==> src/rtl/cpu_exec_units.sv <==
// Execution-side helpers for a small RV32I core: combinational ALU, machine-mode CSR file
// with a 64-bit cycle counter, and the load-data sign/zero extender.
module cpu_exec_units #(
  parameter logic [31:0] MISA_VALUE = 32'h40000100,
  parameter logic [31:0] HART_ID    = 32'd0
) (
  input  logic        clk,
  input  logic        rst,
  input  logic [31:0] alu_src_a,
  input  logic [31:0] alu_src_b,
  input  logic [3:0]  alu_control,
  output logic [31:0] alu_result,
  output logic        alu_zero,
  output logic        alu_borrow,
  output logic        alu_lt,
  input  logic [11:0] csr_raddr,
  output logic [31:0] csr_rdata,
  input  logic [11:0] csr_waddr,
  input  logic [31:0] csr_wdata,
  input  logic        csr_wenable,
  input  logic [31:0] ext_data,
  input  logic [2:0]  ext_control,
  output logic [31:0] ext_data_out
);

  function automatic logic [31:0] extend_load(input logic [31:0] d, input logic [2:0] f);
    case (f)
      3'b000:  extend_load = {{24{d[7]}}, d[7:0]};
      3'b001:  extend_load = {{16{d[15]}}, d[15:0]};
      3'b100:  extend_load = {24'd0, d[7:0]};
      3'b101:  extend_load = {16'd0, d[15:0]};
      default: extend_load = d;
    endcase
  endfunction

  logic signed [31:0] a_s;
  logic signed [31:0] b_s;
  logic [32:0]        diff;
  logic [4:0]         shamt;

  assign a_s   = alu_src_a;
  assign b_s   = alu_src_b;
  assign shamt = alu_src_b[4:0];
  // Borrow out of the 33-bit difference is the unsigned less-than flag.
  assign diff  = {1'b0, alu_src_a} - {1'b0, alu_src_b};

  assign alu_borrow = diff[32];
  assign alu_lt     = a_s < b_s;
  assign alu_zero   = (alu_result == 32'd0);

  always_comb begin
    alu_result = 32'd0;
    case (alu_control)
      4'b0000: alu_result = alu_src_a + alu_src_b;
      4'b1000: alu_result = diff[31:0];
      4'b0001: alu_result = alu_src_a << shamt;
      4'b0010: alu_result = {31'd0, alu_lt};
      4'b0011: alu_result = {31'd0, alu_borrow};
      4'b0100: alu_result = alu_src_a ^ alu_src_b;
      4'b0101: alu_result = alu_src_a >> shamt;
      4'b1101: alu_result = a_s >>> shamt;
      4'b0110: alu_result = alu_src_a | alu_src_b;
      4'b0111: alu_result = alu_src_a & alu_src_b;
      4'b1001: alu_result = alu_src_b;
      4'b1010: alu_result = alu_src_a & ~alu_src_b;
      default: alu_result = 32'd0;
    endcase
  end

  assign ext_data_out = extend_load(ext_data, ext_control);

  logic [31:0] mstatus_q, mie_q, mtvec_q, mscratch_q;
  logic [31:0] mepc_q, mcause_q, mtval_q, mip_q;
  logic [63:0] cycle_q;
  logic        wr_mcycle, wr_mcycleh;

  assign wr_mcycle  = csr_wenable && (csr_waddr == 12'hB00);
  assign wr_mcycleh = csr_wenable && (csr_waddr == 12'hB80);

  always_ff @(posedge clk or posedge rst) begin
    if (rst) begin
      mstatus_q  <= '0;
      mie_q      <= '0;
      mtvec_q    <= '0;
      mscratch_q <= '0;
      mepc_q     <= '0;
      mcause_q   <= '0;
      mtval_q    <= '0;
      mip_q      <= '0;
    end else if (csr_wenable) begin
      case (csr_waddr)
        12'h300: mstatus_q  <= csr_wdata;
        12'h304: mie_q      <= csr_wdata;
        12'h305: mtvec_q    <= csr_wdata;
        12'h340: mscratch_q <= csr_wdata;
        12'h341: mepc_q     <= csr_wdata;
        12'h342: mcause_q   <= csr_wdata;
        12'h343: mtval_q    <= csr_wdata;
        12'h344: mip_q      <= csr_wdata;
        default: ;
      endcase
    end
  end

  // A software write to either half freezes the whole counter for that cycle.
  always_ff @(posedge clk or posedge rst) begin
    if (rst) begin
      cycle_q <= '0;
    end else if (wr_mcycle) begin
      cycle_q[31:0] <= csr_wdata;
    end else if (wr_mcycleh) begin
      cycle_q[63:32] <= csr_wdata;
    end else begin
      cycle_q <= cycle_q + 64'd1;
    end
  end

  always_comb begin
    csr_rdata = 32'd0;
    case (csr_raddr)
      12'h300: csr_rdata = mstatus_q;
      12'h301: csr_rdata = MISA_VALUE;
      12'h304: csr_rdata = mie_q;
      12'h305: csr_rdata = mtvec_q;
      12'h340: csr_rdata = mscratch_q;
      12'h341: csr_rdata = mepc_q;
      12'h342: csr_rdata = mcause_q;
      12'h343: csr_rdata = mtval_q;
      12'h344: csr_rdata = mip_q;
      12'hB00: csr_rdata = cycle_q[31:0];
      12'hB80: csr_rdata = cycle_q[63:32];
      12'hC00: csr_rdata = cycle_q[31:0];
      12'hC80: csr_rdata = cycle_q[63:32];
      12'hF14: csr_rdata = HART_ID;
      default: csr_rdata = 32'd0;
    endcase
  end

endmodule

==> config.mk <==
export PLATFORM = sky130hd
export DESIGN_NAME = cpu_exec_units
export DESIGN_NICKNAME = d
export VERILOG_FILES = /design/src/rtl/cpu_exec_units.sv
export SDC_FILE = /design/constraint.sdc
export NUM_CORES = 1
export LEC_CHECK = 0
export ABC_AREA = 1
export CORE_UTILIZATION = 45
export CTS_BUF_LIST = sky130_fd_sc_hd__clkbuf_8 sky130_fd_sc_hd__clkbuf_16
export DETAILED_ROUTE_END_ITERATION = 8
export PLACE_DENSITY = 0.65
export SLEW_MARGIN = 0
export SYNTH_ARGS = -nofsm -noshare
export SYNTH_HDL_FRONTEND = slang
export SYNTH_SLANG_ARGS = --single-unit
==> constraint.sdc <==
create_clock -name clk -period 20.3 [get_ports clk]
set_clock_uncertainty 0.05 [all_clocks]
set_input_delay 3.045 -clock clk [delete_from_list [all_inputs] [get_ports clk]]
set_output_delay 3.045 -clock clk [all_outputs]
set_load 0.02 [all_outputs]
==> run summary, run 1 <==
Outcome: completed
Pre-antenna DRT Iters: 5
Boundary pin count: 261
RSZ-0062 raised after global routing: false
Clock tree root driver cell: sky130_fd_sc_hd__clkbuf_16
Routed wire length: 121,000 microns
Total count of max-transition violations in the final report: 0
Final setup viols: 0
Met1 capacity usage during global routing: 47.3%
Average size of a mapped cell: 6.20 sq um
Total of flip-flops plus latches after synthesis: 320
Number of nets in the layout: 4,786
Hold slack final: 0.433 ns
Initial antenna violation count: 0
Remaining DRCs: 0
Clock Path Buffers: 3
Register area share after synthesis: 29.3%
Clock tree from TritonCTS: done
Worst-case headroom to the max-slew limit: 25.4%
GR met2 Demand/Resource: 62.5%
Clock net sink count: 320
Routing usage on met3: 4.12%
Largest vdd supply drop: 0.0000695 V
Post-synthesis instance total: 4,412
Buffers inserted by post-CTS timing repair: 0
Initial cell density of the core: 45.4%
Period Utilization, post-route: 54.8%
Class of the tightest hold or removal check: flip-flop to flip-flop
Fraction of synthesis flops using an asynchronous set or reset pin: 100%
Core Footprint: 60,200 sq um
Vias post-DR: 30.7k
Share of cells above drive strength 1: 3.74%
Warnings, synthesis: 0
Number of hold violations in the final report: 0
CP max FO: 30
Minimum period implied by the final worst setup slack: 11.12 ns
Count of input and output buffers: 246
Width of the chip: 249 microns
Final GP Congestion: 1.10
Vias in the first global route: 28.7k
Total negative slack for setup checks: 0 ns
Capturing element type of the critical path: output pin
Predominant post-synthesis flop cell: sky130_fd_sc_hd__dfrtp_1
Kind of start point of the critical path: input port
Global-route wire length before repair: 180,000 microns
Wire length per cell after detailed routing: 22.6 microns
Total nets after synthesis: 4,673
GRT busiest layer: met2
Area added between synthesis and finish: 14.5%
Mean number of vias per cell: 5.76
ANT nets after route: 0
Arrival @ worst endpoint: 8.02 ns
Largest net degree at the start of global routing: 116
Synth area leader: sky130_fd_sc_hd__dfrtp_1
Cell Area, Synth: 27,400 sq um
Number of distinct library cell variants in the gate-level netlist after synthesis: 48
Number of instances resized during post-cts repair: 0
Yosys top cell area share: 29.3%
Violation count after the first detailed-route iteration: 3,223
Lkg Pwr: 0.0150 uW
Total track usage: 38.0%
Number of core rows: 90
Total half-perimeter wirelength after legalization and detailed placement: 90,700 microns
DIE AREA: 61,800 sq um
H-tree depth: 1
Required time worst endpoint: 17.20 ns
Clock insertion delay at the later pin of the skew report: 0.59 ns
Kind of critical path: input port to output pin
Total of max-cap violations: 0
Num CTS Buffers: 31
Post-CTS clock slew at the launch and capture registers of the worst setup and hold paths: 0.06 ns
Chip height: 249 microns
Maximum achievable frequency: 0.0900 GHz
EDFF count, synth: 0
Cell area power density: 55.8 nW/um^2
Worst Max-Slew Pin Slew: 1.12 ns
Residual overflow from global routing: 0
Number of hold-repair buffers added at the cts stage: 0
Cell types occupying the most area after synthesis: sky130_fd_sc_hd__dfrtp_1, sky130_fd_sc_hd__nand2_1, sky130_fd_sc_hd__nand3_1, sky130_fd_sc_hd__inv_1, sky130_fd_sc_hd__o21ai_0
Fill cell instance count of the final layout: 6,368
[area by class of cell]
| class | instances | area (sq um) | area share, % |
|---|---|---|---|
| diodes | 1 | 2.50 | 0.00799 |
| clock buffers | 37 | 858 | 2.74 |
| clock inverters | 20 | 214 | 0.683 |
| inverters | 645 | 2430 | 7.75 |
| multi-input cells | 3232 | 16000 | 51.1 |
| flip-flops and latches | 320 | 8010 | 25.6 |
| well taps | 782 | 978 | 3.12 |
| repair buffers | 295 | 2820 | 8.99 |
[cell families (layout without fill, tap and decap cells)]
logic type | after synthesis | count (layout) | share of synthesized area [%]
buf+inv | 860 | 997 | 12.3
xor+xnor | 50 | 50 | 1.60
other cells | 0 | 1 | 0
compound gates | 688 | 688 | 15.0
simple gates | 2395 | 2395 | 37.2
fa+ha+maj | 99 | 99 | 4.58
flops | 320 | 320 | 29.3
[per-stage QoR]
step | area (sq um) | worst slack, ns | utilization (%) | instances | total power, uW
2_1_floorplan | 27400 | 8.35 | - | 4412 | 939
3_3_place_gp | 30200 | 9.37 | 50.2 | 5274 | 1130
3_5_place_dp | 30200 | 9.37 | 50.2 | 5274 | 1130
4_1_cts | 31300 | 9.35 | 52.0 | 5331 | 1740
5_1_grt | 31300 | 8.99 | 52.0 | 5331 | 1810
6_report | 31300 | 9.18 | 52.0 | 5332 | 1750
[worst paths after layout]
path | to | from | slack, ns | cells after the start
setup reg to reg | cycle_q[63]$_DFFE_PP0N_ | cycle_q[13]$_DFFE_PP0P_ | 17.22 | 9
hold reg to reg | mepc_q[20]$_DFFE_PP0P_ | mepc_q[20]$_DFFE_PP0P_ | 0.43 | 2
hold / removal | mepc_q[20]$_DFFE_PP0P_ | mepc_q[20]$_DFFE_PP0P_ | 0.43 | 2
setup / recovery | alu_zero | alu_src_b[4] | 9.18 | 20
max in group asynchronous | mtvec_q[21]$_DFFE_PP0P_ | rst | 14.91 | 4
min in group asynchronous | mie_q[2]$_DFFE_PP0P_ | rst | 3.00 | 2
[layer usage]
layer	up-vias	wire length [microns]
met2	1427	55700
met1	14400	47900
li1	14600	-
met4	0	8900
met3	333	8090
met5	-	0
[sequential cells by signal, summed over array words and instances, names as in the netlist]
signal / count
mtval_q: 32
mie_q: 32
mepc_q: 32
mtvec_q: 32
mip_q: 32
mstatus_q: 32
mcause_q: 32
cycle_q: 64
mscratch_q: 32
[critical path, cell delays in order]
cell	delay [ns]
sky130_fd_sc_hd__clkdlybuf4s50_1	0.46
sky130_fd_sc_hd__buf_4	0.33
sky130_fd_sc_hd__clkinv_1	0.80
sky130_fd_sc_hd__ha_1	0.75
sky130_fd_sc_hd__nor2_1	0.26
sky130_fd_sc_hd__nand3_1	0.15
sky130_fd_sc_hd__nand3_1	0.23
sky130_fd_sc_hd__nand2_1	0.11
sky130_fd_sc_hd__nand2_1	0.15
sky130_fd_sc_hd__nand2_1	0.09
sky130_fd_sc_hd__nand3_1	0.07
sky130_fd_sc_hd__nand2_1	0.05
sky130_fd_sc_hd__nand3_1	0.06
sky130_fd_sc_hd__nand3_1	0.13
sky130_fd_sc_hd__nor2_1	0.14
sky130_fd_sc_hd__nand2_1	0.10
sky130_fd_sc_hd__nor2_1	0.11
sky130_fd_sc_hd__nand2_1	0.09
sky130_fd_sc_hd__nor2_1	0.21
sky130_fd_sc_hd__clkdlybuf4s50_1	0.65
[synth_stat cells (all sizes together), types with 35 or more instances]
cell type and instances:
a21oi 83, a221oi 35, buf 90, clkbuf 125, dfrtp 320, ha 97, inv 643, nand2 1306
nand3 563, nand4 66, nor2 361, nor3 60, o21ai 359, o221ai 53, o22ai 83, xor2 50
[cells in the final DEF (no fill, tap or decap), types with 5 or more instances in the layout]
cell type / netlist / routed
sky130_fd_sc_hd__inv_1: 632 / 632
sky130_fd_sc_hd__o211ai_1: 12 / 12
sky130_fd_sc_hd__nor2_1: 348 / 346
sky130_fd_sc_hd__clkinv_2: 0 / 8
sky130_fd_sc_hd__o2111ai_1: 16 / 16
sky130_fd_sc_hd__a221oi_1: 35 / 35
sky130_fd_sc_hd__nand4_1: 64 / 64
sky130_fd_sc_hd__and3_1: 7 / 7
sky130_fd_sc_hd__o22ai_1: 83 / 83
sky130_fd_sc_hd__and2_1: 8 / 8
sky130_fd_sc_hd__a211oi_1: 12 / 12
sky130_fd_sc_hd__nor4_1: 13 / 13
sky130_fd_sc_hd__nand3_1: 560 / 557
sky130_fd_sc_hd__a21oi_1: 83 / 83
sky130_fd_sc_hd__clkdlybuf4s50_1: 0 / 243
sky130_fd_sc_hd__a2111oi_0: 12 / 12
sky130_fd_sc_hd__clkbuf_8: 0 / 6
sky130_fd_sc_hd__clkbuf_16: 0 / 31
sky130_fd_sc_hd__o21bai_1: 9 / 9
sky130_fd_sc_hd__ha_1: 97 / 97
sky130_fd_sc_hd__buf_4: 14 / 49
sky130_fd_sc_hd__nor2_2: 13 / 15
sky130_fd_sc_hd__o221ai_1: 53 / 53
sky130_fd_sc_hd__dfrtp_1: 320 / 320
sky130_fd_sc_hd__inv_2: 11 / 12
sky130_fd_sc_hd__o21ai_0: 352 / 352
sky130_fd_sc_hd__nand2_1: 1300 / 1292
sky130_fd_sc_hd__nand2_2: 6 / 14
sky130_fd_sc_hd__xor2_1: 50 / 50
sky130_fd_sc_hd__or2_2: 5 / 5
sky130_fd_sc_hd__nor3_1: 56 / 56
sky130_fd_sc_hd__nand3_2: 3 / 6
sky130_fd_sc_hd__o21ai_1: 7 / 7
[power by group]
part	internal, uW	total, uW	leakage [uW]	switching (uW)
sequential	647	657	0.00442	9.67
combinational	145	478	0.0100	333
clock	352	614	0.000546	262
total	1140	1750	0.0150	604
(Power assumes the default switching activity.)
==> run 2, diff against run 1 <==
--- a/config.mk
+++ b/config.mk
@@ -9,7 +9,7 @@
 export CORE_UTILIZATION = 45
 export CTS_BUF_LIST = sky130_fd_sc_hd__clkbuf_8 sky130_fd_sc_hd__clkbuf_16
 export DETAILED_ROUTE_END_ITERATION = 8
-export PLACE_DENSITY = 0.65
+export PLACE_DENSITY = 0.68
 export SLEW_MARGIN = 0
 export SYNTH_ARGS = -nofsm -noshare
 export SYNTH_HDL_FRONTEND = slang
==> constraint.sdc (replaced) <==
create_clock -name clk -period 9.05 [get_ports clk]
set_clock_uncertainty 0.05 [all_clocks]
set_input_delay 1.3575 -clock clk [delete_from_list [all_inputs] [get_ports clk]]
set_output_delay 1.3575 -clock clk [all_outputs]
set_load 0.02 [all_outputs]
==> run 2 against run 1 <==
  * Wire length increased by 0.22%
  * Global-route usage increased by 0.19 points
  * Register-to-register slack got worse by 11 ns
  * Critical endpoint unchanged
  * Highest routed layer unchanged
==> run summary, run 2 (same netlist as run 1, synthesis figures left out) <==
Wire length per cell after detailed routing: 22.7 microns (+0.30%)
Chip height: 249 microns (unchanged)
Lkg Pwr: 0.0149 uW (-0.27%)
Clock insertion delay at the later pin of the skew report: 0.60 ns (about the same)
Diodes inserted: 0 (-1)
Capturing element type of the critical path: output pin
Required time worst endpoint: 7.64 ns (-9.56 ns)
Vias in the first global route: 28.5k (-0.84%)
DIE AREA: 61,800 sq um (unchanged)
Critical hold path startpoint: mcause_q[15]$_DFFE_PP0P_
Total count of max-transition violations in the final report: 0 (unchanged)
Arrival @ worst endpoint: 5.91 ns (-2.11 ns)
Number of core rows: 90 (unchanged)
Critical register-to-register path startpoint: cycle_q[10]$_DFFE_PP0P_
Largest net degree at the start of global routing: 150 (+29%)
Number of stages on the worst hold path: 2 (unchanged)
Buffers inserted by post-CTS timing repair: 0 (unchanged)
End point of the most critical hold path: mcause_q[15]$_DFFE_PP0P_
Leading cell type in the layout, fill and taps excluded: sky130_fd_sc_hd__nand2_1
Count of input and output buffers: 246 (unchanged)
Period Utilization, post-route: 80.9%
Number of cells on the worst reg-to-reg path: 9 (unchanged)
CP max FO: 12 (-60%)
Fill cell instance count of the final layout: 6,346 (-0.35%)
Delay-heaviest family, CP: simple AND/OR/NAND/NOR gates
Clock tree from TritonCTS: done
Clock net sink count: 320 (unchanged)
Sum of routed wire segments on met1: 48,200 microns (+0.70%)
Worst r2r dst: cycle_q[61]$_DFFE_PP0N_
Critical path, cell by cell: clkdlybuf4s50_1 > ha_1 > inv_1 > fa_1 > o21ai_0 > nand2_1 > nand2_1 > nand2_1 > nand3_1 > nand2_1 > nor2_1 > nand3_1 > nor2_1 > nand2_1 > nor2_1 > nand2_1 > nor2_1 > clkdlybuf4s50_1
Pwr Total: 3830 uW (+120%)
Area post-placement: 30,200 sq um (about the same)
Sum of buffers and inverters on the critical path: 3 (-1)
Class of the tightest hold or removal check: flip-flop to flip-flop
Library cell appearing most often on the critical path: sky130_fd_sc_hd__nand2_1
Worst-case headroom to the max-slew limit: 21.3% (-4.1 points)
Total half-perimeter wirelength after legalization and detailed placement: 92,300 microns (+1.7%)
Slowest library cell on the worst path: sky130_fd_sc_hd__clkdlybuf4s50_1
Worst Max-Slew Pin Slew: 1.18 ns (+0.0614 ns)
Initial cell density of the core: 45.4% (unchanged)
Leading cell types in the layout, fill and taps excluded: sky130_fd_sc_hd__nand2_1, sky130_fd_sc_hd__inv_1, sky130_fd_sc_hd__nand3_1
ANT nets after route: 0 (unchanged)
Met3 wire length: 8190 microns (+1.1%)
Final setup viols: 0 (unchanged)
Kind of critical path: input port to output pin
Summed area of non-filler cells in the final layout: 31,200 sq um (-0.28%)
Clock Path Buffers: 3 (unchanged)
Non-filler cells, final: 5,328 (-0.075%)
Final GP Congestion: 1.06 (-3.7%)
Minimum period implied by the final worst setup slack: 7.32 ns
Largest vdd supply drop: 0.000192 V (+180%)
Total track usage: 38.2% (+0.19 points)
Num CTS Buffers: 31 (unchanged)
Hold slack final: 0.432 ns (-0.000834 ns)
Number of flip-flops under the largest register name: 64 (unchanged)
Length of routed met2 wiring: 56,300 microns (+1.0%)
Dpl cells: 5,271 (-0.057%)
Core Footprint: 60,200 sq um (unchanged)
Outcome: completed
Kind of start point of the critical path: input port
Clock tree root driver cell: sky130_fd_sc_hd__clkbuf_16
Area added between synthesis and finish: 14.2%
Width of the chip: 249 microns (unchanged)
R2r setup slk: 6.13 ns (-11.09 ns)
Top Layer Used: met4
Violation count after the first detailed-route iteration: 3,115 (-3.4%)
Global-route wire length before repair: 181,000 microns (+0.55%)
Boundary pin count: 261 (unchanged)
Initial antenna violation count: 0 (unchanged)
Residual overflow from global routing: 0 (unchanged)
Number of hold violations in the final report: 0 (unchanged)
Number of instances resized during post-cts repair: 0 (unchanged)
Share of cells above drive strength 1: 3.52% (-0.22 points)
Total of max-cap violations: 0 (unchanged)
Cell area power density: 123 nW/um^2 (+120%)
Vias post-DR: 30.6k (-0.48%)
Post-CTS clock slew at the launch and capture registers of the worst setup and hold paths: 0.06 ns (about the same)
Top register by number of flip-flops: cycle_q
Worst stage delay on the critical path: 0.81 ns (about the same)
H-tree depth: 1 (unchanged)
Mean number of vias per cell: 5.74 (-0.40%)
Maximum achievable frequency: 0.137 GHz
Total negative slack for setup checks: 0 ns (unchanged)
Routed wire length: 121,000 microns (+0.22%)
Number of hold-repair buffers added at the cts stage: 0 (unchanged)
Remaining DRCs: 0 (unchanged)
RSZ-0062 raised after global routing: false
Number of nets in the layout: 4,783 (-0.063%)
Pre-antenna DRT Iters: 8 (+3)
-- run 2: through the flow --
step / worst slack, ns / util, %
6_report: 1.73 / 51.8
5_1_grt: 1.45 / 51.8
4_1_cts: 1.82 / 51.8
3_5_place_dp: 1.83 / 50.2
3_3_place_gp: 1.81 / 50.2
2_1_floorplan: 3.38 / -
-- run 2: layer usage --
layer / GRT usage, % / up-vias
li1: - / 14600
met1: 48.2 / 14300
met2: 63.5 / 1382
met3: 3.81 / 328
met4: 22.4 / 0
met5: 0 / -
-- run 2: worst max-delay path by stage --
stage,slack (ns),end,depth (start not counted),startpoint
detailed placement,1.83,alu_zero,18,alu_src_b[0]
CTS,1.82,alu_zero,18,alu_src_b[0]
floorplan,3.38,cycle_q[0]$_DFFE_PP0P_,1,rst
finish,1.73,alu_zero,18,alu_src_b[0]
global route,1.45,alu_zero,19,alu_src_b[4]
global placement,1.81,alu_zero,18,alu_src_b[0]
-- run 2: layout make-up --
type	instances	area, sq um	area share (%)
multi-input combinational	3232	16000	51.3
sequential	320	8010	25.6
timing repair buffer	292	2820	9.02
inverter	645	2420	7.76
tap	782	978	3.13
clock buffer	38	872	2.79
clock inverter	19	120	0.385
-- run 2: where the power goes --
part / internal, uW / switching [uW] / total, uW
clock: 707 / 580 / 1290
combinational: 327 / 742 / 1070
sequential: 1450 / 24.5 / 1480
total: 2480 / 1350 / 3830
-- run 2: tightest hold or removal path: cells and delay by family, from the launching register on --
family             cells  cell delay, ns
DFF                    1            0.34
AOI/OAI and AO/OA      1            0.06
and+or+nand+nor        1            0.05
